**config.mk**
```make
export PLATFORM = sky130hd
export DESIGN_NAME = stopwatch_cmd_arbiter
export DESIGN_NICKNAME = d
export VERILOG_FILES = /design/src/rtl/stopwatch_cmd_arbiter.sv
export SDC_FILE = /design/constraint.sdc
export NUM_CORES = 1
export LEC_CHECK = 0
export BUFFER_PORTS_ARGS = -buffer_cell sky130_fd_sc_hd__buf_2
export CORE_ASPECT_RATIO = 0.8
export CORE_MARGIN = 2
export CORE_UTILIZATION = 53
export DETAILED_ROUTE_END_ITERATION = 8
export PLACE_DENSITY = 0.84
export SYNTH_ARGS = -nofsm -noshare
export SYNTH_HDL_FRONTEND = slang
export SYNTH_SLANG_ARGS = --single-unit
export TNS_END_PERCENT = 20
```
**constraint.sdc**
```tcl
create_clock -name clk -period 3.3 [get_ports clk]
set_input_delay 0 -clock clk [delete_from_list [all_inputs] [get_ports clk]]
set_output_delay 0 -clock clk [all_outputs]
set_load 0.02 [all_outputs]
```
**src/rtl/stopwatch_cmd_arbiter.sv**
```systemverilog
// stopwatch_cmd_arbiter: round-robin command arbiter in front of the stopwatch
// control FSM. Checks each command against the current FSM state, drives a
// one-cycle control pulse for legal commands, confirms the resulting state
// transition and returns a status strobe to the requester side.
module stopwatch_cmd_arbiter #(
  parameter int unsigned TIMEOUT = 8,
  parameter int unsigned CNT_W   = 8
) (
  input  logic             clk,
  input  logic             rst_n,
  input  logic             req0_valid,
  input  logic [1:0]       req0_cmd,
  output logic             req0_ready,
  input  logic             req1_valid,
  input  logic [1:0]       req1_cmd,
  output logic             req1_ready,
  input  logic [1:0]       fsm_state,
  output logic             start,
  output logic             stop,
  output logic             reset,
  output logic             cmd_done,
  output logic [1:0]       cmd_status,
  output logic             cmd_src,
  output logic             busy,
  output logic [CNT_W-1:0] err_cnt
);

  localparam int unsigned CW = (TIMEOUT > 1) ? $clog2(TIMEOUT) : 1;

  localparam logic [1:0] CMD_START = 2'b01;
  localparam logic [1:0] CMD_STOP  = 2'b10;
  localparam logic [1:0] CMD_RESET = 2'b11;

  localparam logic [1:0] FSM_IDLE    = 2'b00;
  localparam logic [1:0] FSM_RUNNING = 2'b01;
  localparam logic [1:0] FSM_PAUSED  = 2'b10;

  localparam logic [1:0] ST_OK      = 2'b00;
  localparam logic [1:0] ST_ILLEGAL = 2'b01;
  localparam logic [1:0] ST_TIMEOUT = 2'b10;

  typedef enum logic [1:0] {ARB, ISSUE, WAIT, RESP} state_t;

  state_t           state_q, state_d;
  logic             rr_q, rr_d;
  logic [1:0]       exp_q, exp_d;
  logic [CW-1:0]    cnt_q, cnt_d;
  logic             start_d, stop_d, reset_d, done_d, src_d, busy_d;
  logic [1:0]       status_d;
  logic [CNT_W-1:0] err_d;

  logic             gnt;
  logic             any_valid;
  logic [1:0]       sel_cmd;
  logic             legal;
  logic [1:0]       legal_exp;

  // State and registered-output update; async reset aborts any command in flight
  always_ff @(posedge clk or negedge rst_n) begin
    if (!rst_n) begin
      state_q    <= ARB;
      rr_q       <= 1'b0;
      exp_q      <= FSM_IDLE;
      cnt_q      <= '0;
      start      <= 1'b0;
      stop       <= 1'b0;
      reset      <= 1'b0;
      cmd_done   <= 1'b0;
      cmd_status <= ST_OK;
      cmd_src    <= 1'b0;
      busy       <= 1'b0;
      err_cnt    <= '0;
    end else begin
      state_q    <= state_d;
      rr_q       <= rr_d;
      exp_q      <= exp_d;
      cnt_q      <= cnt_d;
      start      <= start_d;
      stop       <= stop_d;
      reset      <= reset_d;
      cmd_done   <= done_d;
      cmd_status <= status_d;
      cmd_src    <= src_d;
      busy       <= busy_d;
      err_cnt    <= err_d;
    end
  end

  // Arbitration, legality check, next-state and next-output logic
  always_comb begin
    state_d    = state_q;
    rr_d       = rr_q;
    exp_d      = exp_q;
    cnt_d      = cnt_q;
    start_d    = 1'b0;
    stop_d     = 1'b0;
    reset_d    = 1'b0;
    done_d     = 1'b0;
    status_d   = cmd_status;
    src_d      = cmd_src;
    err_d      = err_cnt;
    req0_ready = 1'b0;
    req1_ready = 1'b0;
    legal      = 1'b0;
    legal_exp  = FSM_IDLE;

    any_valid = req0_valid | req1_valid;
    gnt       = (req0_valid && req1_valid) ? rr_q : req1_valid;
    sel_cmd   = gnt ? req1_cmd : req0_cmd;

    case (fsm_state)
      FSM_IDLE: begin
        if (sel_cmd == CMD_START) begin
          legal = 1'b1; legal_exp = FSM_RUNNING;
        end
      end
      FSM_RUNNING: begin
        if (sel_cmd == CMD_STOP) begin
          legal = 1'b1; legal_exp = FSM_PAUSED;
        end else if (sel_cmd == CMD_RESET) begin
          legal = 1'b1; legal_exp = FSM_IDLE;
        end
      end
      FSM_PAUSED: begin
        if (sel_cmd == CMD_START) begin
          legal = 1'b1; legal_exp = FSM_RUNNING;
        end else if (sel_cmd == CMD_RESET) begin
          legal = 1'b1; legal_exp = FSM_IDLE;
        end
      end
      default: ;
    endcase

    case (state_q)
      ARB: begin
        if (any_valid) begin
          req0_ready = ~gnt;
          req1_ready = gnt;
          src_d      = gnt;
          rr_d       = ~gnt;
          if (legal) begin
            state_d = ISSUE;
            exp_d   = legal_exp;
            start_d = (sel_cmd == CMD_START);
            stop_d  = (sel_cmd == CMD_STOP);
            reset_d = (sel_cmd == CMD_RESET);
          end else begin
            state_d  = RESP;
            status_d = ST_ILLEGAL;
            done_d   = 1'b1;
          end
        end
      end
      ISSUE: begin
        state_d = WAIT;
        cnt_d   = '0;
      end
      WAIT: begin
        if (fsm_state == exp_q) begin
          state_d  = RESP;
          status_d = ST_OK;
          done_d   = 1'b1;
        end else if (cnt_q == CW'(TIMEOUT - 1)) begin
          state_d  = RESP;
          status_d = ST_TIMEOUT;
          done_d   = 1'b1;
        end else begin
          cnt_d = cnt_q + CW'(1);
        end
      end
      RESP: begin
        state_d = ARB;
        if (cmd_status != ST_OK && err_cnt != {CNT_W{1'b1}}) begin
          err_d = err_cnt + CNT_W'(1);
        end
      end
      default: state_d = ARB;
    endcase

    busy_d = (state_d != ARB);
  end

endmodule
```
==> results of run 1 <==
-- synthesized netlist by cell type, types with 5 or more instances --
master	number	area, µm²
o21ai_0	7	35.0
nor2b_1	5	31.3
mux2i_1	6	60.1
dfrtp_1	24	601
xnor2_1	7	61.3
inv_1	7	26.3
ha_1	12	150
nand2_1	12	45.0
nor2_1	7	26.3
-- report_power, final --
group	total [W]	leakage [nW]	switching, W	internal [W]
clock	0.000211	0.0279	0.0000887	0.000123
combinational	0.000557	0.492	0.000329	0.000228
sequential	0.000468	0.308	0.0000793	0.000388
-- cell type report --
class / instances / area [µm²]
Tap cell: 36 / 45.0
Fill cell: 202 / 833
Inverter: 8 / 30.0
Multi-Input combinational cell: 98 / 746
Timing Repair Buffer: 29 / 155
Clock inverter: 1 / 30.0
Sequential cell: 24 / 601
Clock buffer: 3 / 22.5
-- worst min-delay path by stage --
stage	to	slack [ps]	cells past startpoint
floorplan	busy$_DFF_PN0_	-300	0
global placement	cnt_q[2]$_DFFE_PN0P_	-1	1
detailed placement	cmd_done$_DFF_PN0_	7	1
CTS	stop$_DFF_PN0_	9	3
global route	rr_q$_DFFE_PN0P_	20	3
finish	rr_q$_DFFE_PN0P_	10	3
-- cell families (layout without fill, tap and decap cells) --
family,after synthesis,in the layout,synth area share
flip-flops,24,24,0.435
adder cells (fa/ha/maj),12,12,0.109
buffers and inverters,9,41,0.0245
multiplexers,9,9,0.0698
AO/OA/AOI/OAI,27,27,0.147
AND/OR/NAND/NOR,40,40,0.151
XOR/XNOR,10,10,0.0635
-- layout by cell type (no fill, tap or decap), drive strengths merged, types with 5 or more instances in the layout --
cell / n
o21ai: 7
nor2: 7
buf: 27
nor2b: 5
mux2i: 7
ha: 12
dfrtp: 24
inv: 8
xnor2: 7
nand2: 12
-- state kept, by name, indices dropped and copies added (netlist names) --
signal	count
err_cnt	8
cnt_q	3
cmd_status	2
exp_q	2
state_q	2
busy	1
cmd_done	1
cmd_src	1
reset	1
rr_q	1
start	1
stop	1
-- through the flow --
step	util	hold WS, ps
after floorplan	-	-296
after global placement	0.632	-1.05
after detailed placement	0.632	6.54
after CTS	0.662	9.33
after global routing	0.662	19.0
final	0.662	13.9
-- tightest hold or removal path, delay by kind of cell --
family	cells	cell delay [ps]
buffers and inverters	1	110
AO/OA/AOI/OAI	1	40
AND/OR/NAND/NOR	1	160
-- metal layers --
layer | vias up | share of wire | GRT usage
li1 | 521 | - | -
met1 | 548 | 0.44 | 0.266
met5 | - | 0 | 0
met2 | 26 | 0.51 | 0.353
met3 | 4 | 0.040 | 0.0709
met4 | 0 | 0.0082 | 0.0507
==> results.md, run 1 <==
* Status: complete, no violations
* Dpl cells at just under 200
* Minimum clock period at ~2000 ps
* Worst Clk Skew at 10.9 ps
* Power Dens Cells at 759 nW/µm²
* Critical path class: flip-flop to flip-flop
* Worst path max stage delay at roughly 430 ps
* Post-CTS Setup Inserts at 0
* CP most frequent cell: ha_1
* Reg2reg end: busy$_DFF_PN0_
* Final setup margin at about 1300 ps
* CP arrival at 2170 ps
* DR vias at 1099
* Slew at the pin with the worst max-slew slack at 518 ps
* Clock Path Buffers at 2
* Tcrit/Tclk final at 0.597
* Synth Register Bits at 24
* Fmax at 508 MHz
* Cell Area, Synth at 1380 µm²
* Reg2reg setup slack at 1330 ps
* Worst setup path start: cnt_q[0]$_DFFE_PN0P_
* PostCTS Resize Cnt at 0
* Max Cap Violations at 0
* Total track usage at 0.214
* Dpl hpwl at approximately 2.3 mm
* IO Count at 28
* Setup TNS at 0 ps
* Clock Sink Count at 24
* DP Area at around 1600 µm²
* Total grt overflow at 0
* I/O Buffers at 27
* Hold_sp: req1_valid
* # setup viols final at 0
* Vias in the first global route at ~1100
* Slowest cell on crit path: dfrtp_1
* Max-slew headroom at 0.653
* Critical Path End Type: flip-flop
* DIE AREA at around 3000 µm²
* Final cell count without fillers at slightly below 200
* P&R area growth vs syn at 18.0%
* Worst-path clk slew at ~140 ps
* Synth Warn # at 0
* Initial antenna violation count at 0
* DR iter-0 viols at 17
* Critical path required time at 3500 ps
* Insertion delay to the later sink of the worst-skew pair at 320 ps
* Cell count after synthesis at 131
* Crit-path max FO at 6
* Cts hold-fix bufs at 2
* Via-per-instance ratio at roughly 5.5
* Asr flop ratio synth at 1.00
* Die X at 61.1 µm
* Final hold vios at 0
* Antenna fix cells at 0
* Dpl ws at 1350 ps
* Drt first pass iters at 4
* Die H at 49.6 µm
* Critical Path Sink: busy$_DFF_PN0_
* Syn Nets at 153
* CP top delay family: compound AO/OA/AOI/OAI gates
* GP Congestion at between 0.7 and 0.8
* CTS tree: built
* Post-synth cell types at 39
* Beginning of the worst register-to-register path: cnt_q[0]$_DFFE_PN0P_
* Final Net Count at 186
* WL/cell at ~14 µm
* Largest net degree at the start of global routing at 25
* Final Max Tran Viols at 0
* Post-DRT Antenna Nets at 0
* Sequential area share after synthesis at 0.435
* WP depth at 6
* Share of cells above drive strength 1 at 0.252
* Total design power at 0.00124 W
* CORE AREA at 2460 µm²
* Critical path launch point type: flip-flop
* Buf+Inv Stages, Crit Path at 0
* Peak supply drop at 473 µV
* Cell depth of the worst flop-to-flop path at 6
* Lkg Pwr at roughly 0.83 nW
* Post-synth top flop: dfrtp_1
* Root Buffer: clkbuf_4
* DRT Wirelength at 2.82 mm
* # H-tree levels at 1
* Cells along the critical path: ha_1, ha_1, a21oi_2, mux2i_1, o22a_1, or3b_1
* Std cell rows at 16
* Initial core utilization at 0.560
* RSZ-0062 raised after global routing: no
* DRC viols at 0
* Design area at 1630 µm²
* Inserted Clock Buffers at 3
* Number of flops mapped to enable cells by yosys at 0
* Avg Inst Size Synth at 10.5 µm²
* First-pass GRT wire length at 4.95 mm
* Hold WC Path Type: primary input to flip-flop
Note: power is estimated with default switching activity, not from simulation.
==> inputs of run 2 (changes only) <==
CORE_UTILIZATION = 48   (was 53)
PLACE_DENSITY = 0.81   (was 0.84)
clock period = 1.69 ns   (was 3.3 ns; I/O delays follow)
==> results.md, run 2 (synthesis gave the netlist of run 1 again) <==
* Vias in the first global route at between 1000 and 1500
* Via-per-instance ratio at 5.34
* IO Count at 28
* CP arrival at between 1500 and 2000 ps
* I/O Buffers at 27
* GP Congestion at 0.743
* DP Area at 1640 µm²
* Dpl hpwl at about 2.1 mm
* Dpl ws at 22.7 ps
* Hold WC Path Type: primary input to flip-flop
* Leading cell types in the layout, fill and taps excluded: buf_2, dfrtp_1, nand2_1, ha_1, buf_4
* Final Net Count at around 190
* Largest register FFs at 8
* Reg with most FFs: err_cnt
* Buf+Inv Stages, Crit Path at 0
* Lkg Pwr at ~0.85 nW
* CORE AREA at 2740 µm²
* Total track usage at 0.192
* Root Buffer: clkbuf_4
* Power Dens Cells at 1460 nW/µm²
* Worst-path clk slew at 130 ps
* Initial antenna violation count at 0
* Final hold vios at 0
* Die H at 52.0 µm
* Post-DRT Antenna Nets at 0
* P&R area growth vs syn at 26.0%
* Worst Clk Skew at 3.56 ps
* Initial core utilization at 0.503
* Total design power at around 0.0025 W
* Die X at 64.0 µm
* CTS tree: built
* Hold slack at 27.6 ps
* Std cell rows at 17
* DRT Wirelength at about 3 mm
* Peak supply drop at 694 µV
* Antenna fix cells at 0
* Drt first pass iters at 4
* RSZ-0062 raised after global routing: yes
* Insertion delay to the later sink of the worst-skew pair at 320 ps
* Final Max Tran Viols at 0
* Critical path launch point type: flip-flop
* Tcrit/Tclk final at 0.986
* DR iter-0 viols at 49
* Max Cap Violations at 0
* Largest net degree at the start of global routing at 25
* Share of cells above drive strength 1 at 0.345
* Total grt overflow at 0
* Critical path class: flip-flop to flip-flop
* Slew at the pin with the worst max-slew slack at around 530 ps
* Slowest cell on crit path: dfrtp_1
* First-pass GRT wire length at 4.86 mm
* Cells along the critical path: ha_2, ha_4, a21oi_4, mux2i_1, o22a_1, or3b_1
* Clock Sink Count at 24
* Worst path max stage delay at 430 ps
* Final setup margin at 23.1 ps
* Status: complete, no violations
* Critical path required time at between 1500 and 2000 ps
* CP top delay family: flip-flops
* # setup viols final at 0
* Max-slew headroom at 0.645
* DRC viols at 0
* Inserted Clock Buffers at 3
* Minimum clock period at between 1500 and 2000 ps
* DR vias at 1117
* DIE AREA at 3320 µm²
* Crit-path max FO at 3
* Most common cell after layout, fill and taps aside: buf_2
* Fmax at 600 MHz
* Critical Path End Type: flip-flop
* Design area at 1740 µm²
* WL/cell at 14.1 µm
* Clock Path Buffers at 2
* Top flop regs: err_cnt: 8 flops, cnt_q: 3 flops
* # H-tree levels at 1
## run 2: cell types whose count changed in the layout (fill, tap and decap cells not counted), sizes merged
cell and change:
clkbuf +1, bufinv -1, buf +8
## run 2: worst paths after layout
path	startpoint	to	slack [ps]	cells past startpoint
worst max-delay path	cnt_q[0]$_DFFE_PN0P_	busy$_DFF_PN0_	20	6
worst min-delay path	req1_valid	rr_q$_DFFE_PN0P_	30	3
worst max register to register	cnt_q[0]$_DFFE_PN0P_	busy$_DFF_PN0_	20	6
worst min register to register	err_cnt[6]$_DFFE_PN0P_	err_cnt[6]$_DFFE_PN0P_	500	1
max in group asynchronous	rst_n	err_cnt[0]$_DFFE_PN0P_	1130	2
min in group asynchronous	rst_n	stop$_DFF_PN0_	170	2
## run 2: layer usage
metal | vias up | wire [µm] | track usage
li1 | 541 | - | -
met1 | 539 | 1340 | 0.264
met2 | 31 | 1440 | 0.311
met3 | 6 | 137 | 0.0455
met4 | 0 | 36 | 0.0399
met5 | - | 0 | 0
## run 2: repair_timing
action / CTS / global route
pin swaps: 0 / 3
endpoints found under the setup margin: 1 / 7
hold endpoints to repair: 25 / 0
setup buffers: 0 / 1
hold buffers: 2 / 0
cloned: 0 / 0
gates resized for setup: 1 / 10
## run 2: area by class of cell
class,count,area (µm²)
fillers,215,1000
multi-input cells,98,806
flip-flops and latches,24,602
repair buffers,37,218
well taps,38,47.5
clock buffers,4,36.3
inverters,8,30.0
## run 2: tightest hold or removal path, stage by stage
cell	delay, ps
buf_2	120
and3_2	170
a21oi_1	40
## run 2: metrics by stage
stage          instances  setup TNS, ps   util
6_report             209              0  0.634
4_1_cts              208              0  0.618
5_1_grt              209           -140  0.634
2_1_floorplan        131          -7.23      -
3_3_place_gp         202              0  0.597
3_5_place_dp         202              0  0.597
## run 2: power by group
part | switching, W | internal, W
combinational | 0.000712 | 0.000590
clock | 0.000169 | 0.000132
sequential | 0.000170 | 0.000761
total | 0.00105 | 0.00148
